### config.mk
export PLATFORM = sky130hd
export DESIGN_NAME = mem_port_arbiter_flat
export DESIGN_NICKNAME = d
export VERILOG_FILES = /design/src/rtl/mem_port_arbiter_if.sv /design/src/rtl/mem_port_arbiter.sv /design/src/flat_wrapper.sv
export SDC_FILE = /design/constraint.sdc
export NUM_CORES = 1
export LEC_CHECK = 0
export CORE_AREA = 2 2 194 196
export CTS_CLUSTER_SIZE = 25
export DETAILED_ROUTE_END_ITERATION = 8
export DIE_AREA = 0 0 196 198
export PLACE_DENSITY = 0.69
export REMOVE_ABC_BUFFERS = 1
export SYNTH_ARGS = -nofsm -noshare
export SYNTH_HDL_FRONTEND = slang
export SYNTH_SLANG_ARGS = --single-unit
### constraint.sdc
create_clock -name clk -period 2 [get_ports clk]
set_input_delay 0.3 -clock clk [delete_from_list [all_inputs] [get_ports clk]]
set_output_delay 0.3 -clock clk [all_outputs]
set_load 0.02 [all_outputs]
### src/rtl/mem_port_arbiter_if.sv
// mem_port_arbiter_if
//   Bundles the three buses around the shared memory port:
//     - fetch requester : if_req, if_addr -> if_rdata, if_ready
//     - data requester  : dm_req, dm_we, dm_addr, dm_wdata -> dm_rdata, dm_ready
//     - memory port     : mem_req, mem_we, mem_addr, mem_wdata <- mem_rdata, mem_ack
//     - status          : bus_err (abort pulse), pipe_stall (combinational stall)
//   slave  : the arbiter's view (drives ready/data/memory request side)
//   master : the surrounding CPU/memory view (drives requests and ack)
interface mem_port_arbiter_if;
  logic        if_req;
  logic [63:0] if_addr;
  logic [31:0] if_rdata;
  logic        if_ready;

  logic        dm_req;
  logic        dm_we;
  logic [63:0] dm_addr;
  logic [63:0] dm_wdata;
  logic [63:0] dm_rdata;
  logic        dm_ready;

  logic        mem_req;
  logic        mem_we;
  logic [63:0] mem_addr;
  logic [63:0] mem_wdata;
  logic [63:0] mem_rdata;
  logic        mem_ack;

  logic        bus_err;
  logic        pipe_stall;

  modport slave (
    input  if_req, if_addr, dm_req, dm_we, dm_addr, dm_wdata, mem_rdata, mem_ack,
    output if_rdata, if_ready, dm_rdata, dm_ready,
    output mem_req, mem_we, mem_addr, mem_wdata, bus_err, pipe_stall
  );

  modport master (
    output if_req, if_addr, dm_req, dm_we, dm_addr, dm_wdata, mem_rdata, mem_ack,
    input  if_rdata, if_ready, dm_rdata, dm_ready,
    input  mem_req, mem_we, mem_addr, mem_wdata, bus_err, pipe_stall
  );
endinterface

### src/rtl/mem_port_arbiter.sv
// mem_port_arbiter
//   Shares one 64-bit memory port between instruction fetch (IF) and the
//   MEM-stage data access (DM). One transaction is outstanding at a time:
//   IDLE grants, BUSY_IF/BUSY_DM hold the request until mem_ack (or the
//   watchdog fires), RESP pulses the owner's ready for one cycle.
//   Data accesses win arbitration, except after MAX_DM_BURST consecutive
//   DM grants taken while a fetch was waiting, at which point fetch goes next.
//
// Parameters
//   MAX_DM_BURST : DM grants allowed back-to-back while a fetch waits (>= 1)
//   TIMEOUT      : BUSY cycles without mem_ack before abort (1..255)
// Ports
//   clk  : clock, all state on rising edge
//   rst  : synchronous active-high reset
//   bus  : mem_port_arbiter_if.slave (fetch, data, memory and status signals)
module mem_port_arbiter #(
  parameter int MAX_DM_BURST = 4,
  parameter int TIMEOUT      = 255
) (
  input  logic              clk,
  input  logic              rst,
  mem_port_arbiter_if.slave bus
);

  localparam int                 BURST_W   = $clog2(MAX_DM_BURST + 1);
  localparam logic [BURST_W-1:0] BURST_MAX = BURST_W'(MAX_DM_BURST);
  localparam logic [7:0]         WAIT_LAST = 8'(TIMEOUT - 1);

  typedef enum logic [1:0] {
    IDLE    = 2'd0,
    BUSY_IF = 2'd1,
    BUSY_DM = 2'd2,
    RESP    = 2'd3
  } state_t;

  state_t               state_q,     state_d;
  logic [BURST_W-1:0]   burst_cnt_q, burst_cnt_d;
  logic [7:0]           wait_cnt_q,  wait_cnt_d;
  logic                 mem_req_q,   mem_req_d;
  logic                 mem_we_q,    mem_we_d;
  logic [63:0]          mem_addr_q,  mem_addr_d;
  logic [63:0]          mem_wdata_q, mem_wdata_d;
  logic [31:0]          if_rdata_q,  if_rdata_d;
  logic [63:0]          dm_rdata_q,  dm_rdata_d;
  logic                 if_ready_q,  if_ready_d;
  logic                 dm_ready_q,  dm_ready_d;
  logic                 bus_err_q,   bus_err_d;

  // Saturating increment of the DM burst counter.
  function automatic logic [BURST_W-1:0] burst_sat_inc(input logic [BURST_W-1:0] cnt);
    if (cnt >= BURST_MAX) begin
      return BURST_MAX;
    end
    return cnt + BURST_W'(1);
  endfunction

  // Picks the 32-bit instruction out of the 64-bit memory beat.
  function automatic logic [31:0] fetch_word(input logic [63:0] beat, input logic hi);
    return hi ? beat[63:32] : beat[31:0];
  endfunction

  always_comb begin
    state_d     = state_q;
    burst_cnt_d = burst_cnt_q;
    wait_cnt_d  = wait_cnt_q;
    mem_req_d   = mem_req_q;
    mem_we_d    = mem_we_q;
    mem_addr_d  = mem_addr_q;
    mem_wdata_d = mem_wdata_q;
    if_rdata_d  = if_rdata_q;
    dm_rdata_d  = dm_rdata_q;
    if_ready_d  = 1'b0;
    dm_ready_d  = 1'b0;
    bus_err_d   = 1'b0;

    unique case (state_q)
      IDLE: begin
        // Grant stage: DM first unless a waiting fetch has used up its patience.
        if (bus.dm_req && (!bus.if_req || (burst_cnt_q < BURST_MAX))) begin
          state_d     = BUSY_DM;
          mem_req_d   = 1'b1;
          mem_we_d    = bus.dm_we;
          mem_addr_d  = bus.dm_addr & ~64'h7;
          mem_wdata_d = bus.dm_wdata;
          wait_cnt_d  = 8'd0;
          burst_cnt_d = bus.if_req ? burst_sat_inc(burst_cnt_q) : '0;
        end else if (bus.if_req) begin
          state_d     = BUSY_IF;
          mem_req_d   = 1'b1;
          mem_we_d    = 1'b0;
          mem_addr_d  = bus.if_addr & ~64'h3;
          wait_cnt_d  = 8'd0;
          burst_cnt_d = '0;
        end
      end

      BUSY_IF, BUSY_DM: begin
        // Memory stage: completion by ack, or forced completion by watchdog.
        if (bus.mem_ack) begin
          state_d   = RESP;
          mem_req_d = 1'b0;
          if (state_q == BUSY_IF) begin
            if_ready_d = 1'b1;
            if_rdata_d = fetch_word(bus.mem_rdata, mem_addr_q[2]);
          end else begin
            dm_ready_d = 1'b1;
            if (!mem_we_q) begin
              dm_rdata_d = bus.mem_rdata;
            end
          end
        end else if (wait_cnt_q == WAIT_LAST) begin
          // Abort: the requester still gets its ready, with zeroed read data.
          state_d   = RESP;
          mem_req_d = 1'b0;
          bus_err_d = 1'b1;
          if (state_q == BUSY_IF) begin
            if_ready_d = 1'b1;
            if_rdata_d = 32'd0;
          end else begin
            dm_ready_d = 1'b1;
            if (!mem_we_q) begin
              dm_rdata_d = 64'd0;
            end
          end
        end else begin
          wait_cnt_d = wait_cnt_q + 8'd1;
        end
      end

      RESP: begin
        // Ready pulse is visible this cycle; the still-high req must not re-grant.
        state_d = IDLE;
      end

      default: begin
        state_d = IDLE;
      end
    endcase
  end

  always_ff @(posedge clk) begin
    if (rst) begin
      state_q     <= IDLE;
      burst_cnt_q <= '0;
      wait_cnt_q  <= 8'd0;
      mem_req_q   <= 1'b0;
      mem_we_q    <= 1'b0;
      mem_addr_q  <= 64'd0;
      mem_wdata_q <= 64'd0;
      if_rdata_q  <= 32'd0;
      dm_rdata_q  <= 64'd0;
      if_ready_q  <= 1'b0;
      dm_ready_q  <= 1'b0;
      bus_err_q   <= 1'b0;
    end else begin
      state_q     <= state_d;
      burst_cnt_q <= burst_cnt_d;
      wait_cnt_q  <= wait_cnt_d;
      mem_req_q   <= mem_req_d;
      mem_we_q    <= mem_we_d;
      mem_addr_q  <= mem_addr_d;
      mem_wdata_q <= mem_wdata_d;
      if_rdata_q  <= if_rdata_d;
      dm_rdata_q  <= dm_rdata_d;
      if_ready_q  <= if_ready_d;
      dm_ready_q  <= dm_ready_d;
      bus_err_q   <= bus_err_d;
    end
  end

  assign bus.mem_req    = mem_req_q;
  assign bus.mem_we     = mem_we_q;
  assign bus.mem_addr   = mem_addr_q;
  assign bus.mem_wdata  = mem_wdata_q;
  assign bus.if_rdata   = if_rdata_q;
  assign bus.if_ready   = if_ready_q;
  assign bus.dm_rdata   = dm_rdata_q;
  assign bus.dm_ready   = dm_ready_q;
  assign bus.bus_err    = bus_err_q;
  assign bus.pipe_stall = (bus.if_req & ~if_ready_q) | (bus.dm_req & ~dm_ready_q);

endmodule

### src/flat_wrapper.sv
// flat-port wrapper written by rule: the top's interface ports become plain ports
module mem_port_arbiter_flat 
#(
  parameter int MAX_DM_BURST = 4,
  parameter int TIMEOUT      = 255
)
  (clk, rst, bus_if_req, bus_if_addr, bus_dm_req, bus_dm_we, bus_dm_addr, bus_dm_wdata, bus_mem_rdata, bus_mem_ack, bus_if_rdata, bus_if_ready, bus_dm_rdata, bus_dm_ready, bus_mem_req, bus_mem_we, bus_mem_addr, bus_mem_wdata, bus_bus_err, bus_pipe_stall);
  mem_port_arbiter_if bus_i ();
  input  logic clk;
  input  logic rst;
  input wire logic [$bits(bus_i.if_req)-1:0] bus_if_req;
  input wire logic [$bits(bus_i.if_addr)-1:0] bus_if_addr;
  input wire logic [$bits(bus_i.dm_req)-1:0] bus_dm_req;
  input wire logic [$bits(bus_i.dm_we)-1:0] bus_dm_we;
  input wire logic [$bits(bus_i.dm_addr)-1:0] bus_dm_addr;
  input wire logic [$bits(bus_i.dm_wdata)-1:0] bus_dm_wdata;
  input wire logic [$bits(bus_i.mem_rdata)-1:0] bus_mem_rdata;
  input wire logic [$bits(bus_i.mem_ack)-1:0] bus_mem_ack;
  output wire logic [$bits(bus_i.if_rdata)-1:0] bus_if_rdata;
  output wire logic [$bits(bus_i.if_ready)-1:0] bus_if_ready;
  output wire logic [$bits(bus_i.dm_rdata)-1:0] bus_dm_rdata;
  output wire logic [$bits(bus_i.dm_ready)-1:0] bus_dm_ready;
  output wire logic [$bits(bus_i.mem_req)-1:0] bus_mem_req;
  output wire logic [$bits(bus_i.mem_we)-1:0] bus_mem_we;
  output wire logic [$bits(bus_i.mem_addr)-1:0] bus_mem_addr;
  output wire logic [$bits(bus_i.mem_wdata)-1:0] bus_mem_wdata;
  output wire logic [$bits(bus_i.bus_err)-1:0] bus_bus_err;
  output wire logic [$bits(bus_i.pipe_stall)-1:0] bus_pipe_stall;
  assign bus_i.if_req = bus_if_req;
  assign bus_i.if_addr = bus_if_addr;
  assign bus_i.dm_req = bus_dm_req;
  assign bus_i.dm_we = bus_dm_we;
  assign bus_i.dm_addr = bus_dm_addr;
  assign bus_i.dm_wdata = bus_dm_wdata;
  assign bus_i.mem_rdata = bus_mem_rdata;
  assign bus_i.mem_ack = bus_mem_ack;
  assign bus_if_rdata = bus_i.if_rdata;
  assign bus_if_ready = bus_i.if_ready;
  assign bus_dm_rdata = bus_i.dm_rdata;
  assign bus_dm_ready = bus_i.dm_ready;
  assign bus_mem_req = bus_i.mem_req;
  assign bus_mem_we = bus_i.mem_we;
  assign bus_mem_addr = bus_i.mem_addr;
  assign bus_mem_wdata = bus_i.mem_wdata;
  assign bus_bus_err = bus_i.bus_err;
  assign bus_pipe_stall = bus_i.pipe_stall;
  mem_port_arbiter #(.MAX_DM_BURST(MAX_DM_BURST), .TIMEOUT(TIMEOUT)) u_core (.clk(clk), .rst(rst), .bus(bus_i));
endmodule
==> out/metrics.yaml <==
status:
  status: "completed"
placed_design:
  io_buffers: 484
  hpwl_mm: 26.1
  place_inst: 2056
  pre_cts_slack_ns: -0.218
  gp_congestion: 0.854
sta:
  relSlewSlack: 0.674
  rsz0062_at_grt: "false"
  hold_viol: 0
  fin_skew_ns: 0.0214
  tightest_slew_ns: 0.484
  holdWs_ns: 0.148
  clock.fmax_mhz: 515
  setup_viol_count_final: 0
  finalCritPeriodShare: 0.970
  setup_ws_ns: 0.0595
  timing.final.crit_period_ns: 1.94
  maxSlewViolCount: 0
worst_setup_path:
  path_buf_inv: 1
  critical-path-top-delay-family: "buffers and inverters"
  endpoint_kind: "output pin"
  critPathMaxFanout: 3
  cp.required_ns: 1.70
  slowest_stage: "clkdlybuf4s50_1"
  cpPeakStageDelay_ns: 0.68
  start_kind: "flip-flop"
  cp.arrival_ns: 1.64
  cp_cell_sequence: "clkdlybuf4s50_1"
  crit_type: "reg2out"
synth:
  async_flop_share: 0
  ys_types: 44
  yosys_warnings: 0
  synth_area_sq_mm: 0.00995
  seq_area_frac_synth: 0.483
  synth_edf_count: 0
  synthFlopType: "dfxtp_1"
  synthCells: 1152
  synth_seq_cells: 240
  synth.avg_cell_area_sq_um: 8.64
flow_run:
  cap_violations: 0
floorplan:
  fp-row-count: 71
  start_util: 0.269
  die_w_um: 196
  die_area_sq_mm: 0.0388
  core_area_sq_mm: 0.0370
  die_h_um: 198
  ioPinCount: 492
power_and_ir_drop:
  irDropWorstVdd_mv: 0.785
  pwr_density_cell_mw_per_mm2: 1270
  p_leak_nw: 5.96
  power_mw: 21.0
global_routing:
  gr-usage-all-layers: 0.176
  antenna_found_initial: 0
  grt_overflow: 0
  grt_start_max_net_pins: 79
  grt_pass1_vias: 9833
  grt_pass1_wl_mm: 54.5
clocking:
  clockRootBuffer: "clkbuf_16"
  cts_buffers: 28
  clockBufferDepth: 3
  cts_tree: "built"
  cts.clk_slew.worst_paths_ns: 0.06
  htreeDepth: 1
  clk_latency_ns: 0.55
  cts_hold_buf: 0
  cts_sinks: 240
routing:
  vias: 10159
  drt_wl_total_mm: 36.2
  antenna_left: 0
  wl_per_cell_um: 17.2
  dr.first_iter.drc_count: 726
  drc: 0
  dr.pass1.iters: 7
  viasPerCell: 4.83
cells_and_area:
  final_common_cell: "clkdlybuf4s50_1"
  final_layout_size_suffix_gt1_frac: 0.0842
  syn_to_final_growth_pct: 65.8
  nets: 1881
  antennaDiodeCount: 0
  mostFrequentLayoutCells: "479 x clkdlybuf4s50_1, 240 x dfxtp_1, 205 x nand2_1"
  postLayoutCoreUtil: 0.446
  layoutNonFillerInstCount: 2102
hold_path:
  holdCritPathClass: "in2reg"
==> logic make-up after synthesis <==
kind of cell               Yosys count  share of synthesized area
AOI/OAI and AO/OA                  350                      0.214
adders and majority gates            7                    0.00880
other                                1                   0.000377
buffers and inverters              114                     0.0502
and+or+nand+nor                    347                      0.147
muxes                               93                     0.0976
DFF                                240                      0.483
==> cell usage after synthesis (2+ instances only) <==
| cell | count | area [sq um] |
|---|---|---|
| a22oi_1 | 65 | 488 |
| dfxtp_1 | 240 | 4800 |
| mux2_2 | 32 | 360 |
| or3_1 | 5 | 31.3 |
| or4_1 | 4 | 30.0 |
| a32oi_1 | 2 | 17.5 |
| nand4_1 | 4 | 25.0 |
| nand2_1 | 207 | 777 |
| ha_1 | 7 | 87.6 |
| o21ai_0 | 36 | 180 |
| nand3_1 | 40 | 200 |
| inv_1 | 7 | 26.3 |
| mux2i_1 | 61 | 611 |
| nand2b_1 | 5 | 31.3 |
| and3_1 | 2 | 12.5 |
| o211ai_1 | 2 | 15.0 |
| and2_1 | 3 | 18.8 |
| buf_4 | 9 | 67.6 |
| buf_1 | 4 | 15.0 |
| clkbuf_1 | 79 | 297 |
| buf_6 | 3 | 33.8 |
| buf_2 | 12 | 60.1 |
| a211oi_1 | 61 | 458 |
| a31oi_1 | 10 | 62.6 |
| a21oi_1 | 166 | 831 |
| nor2_1 | 68 | 255 |
==> report_power, final <==
part           internal [mW]  switching [mW]
clock                   2.90            2.03
sequential              5.97           0.720
combinational           4.27            5.07
==> through the flow <==
stage	setup TNS, ns	instance area [sq um]
2_1_floorplan	-673.87	9480
3_3_place_gp	-17.36	15600
3_5_place_dp	-20.77	15600
4_1_cts	0	16500
5_1_grt	0	16500
6_report	0	16500
==> what timing repair did <==
| action | in CTS | in global routing |
|---|---|---|
| gates resized for setup | 4 | 1 |
| setup buffers | 0 | 0 |
| endpoints found under the setup margin | 2 | 35 |
| pin swaps | 0 | 1 |
==> flip-flops by register name, indices dropped and copies added, names as in the netlist <==
name / count
u_core.bus.dm_rdata: 64
u_core.bus.mem_wdata: 64
u_core.bus.mem_addr: 62
u_core.bus.if_rdata: 32
u_core.wait_cnt_q: 8
u_core.burst_cnt_q: 3
u_core.state_q: 2
u_core.bus.bus_err: 1
u_core.bus.dm_ready: 1
u_core.bus.if_ready: 1
u_core.bus.mem_req: 1
u_core.bus.mem_we: 1
==> layout make-up <==
| type | instances | area, sq um |
|---|---|---|
| sequential | 240 | 4800 |
| inverter | 7 | 26.3 |
| fill | 3546 | 20500 |
| clock inverter | 8 | 86.3 |
| timing repair buffer | 536 | 5490 |
| tap | 474 | 593 |
| multi-input combinational | 799 | 4690 |
| clock buffer | 38 | 798 |
==> metal layers <==
metal  share of wire  track usage
met5               0            0
met1            0.41        0.214
met3           0.067       0.0361
met2            0.49        0.302
met4           0.037       0.0721
==> worst paths after layout <==
kind,start,to,slack [ns],cells after the start
worst max-delay path,u_core.bus.mem_we,bus_mem_we,0.06,1
worst min-delay path,rst,u_core.bus.if_rdata[0],0.15,2
worst max register to register,u_core.state_q[0],u_core.wait_cnt_q[5],0.12,7
worst min register to register,u_core.bus.mem_wdata[50],u_core.bus.mem_wdata[50],0.45,2
Note: power is estimated with default switching activity, not from simulation.
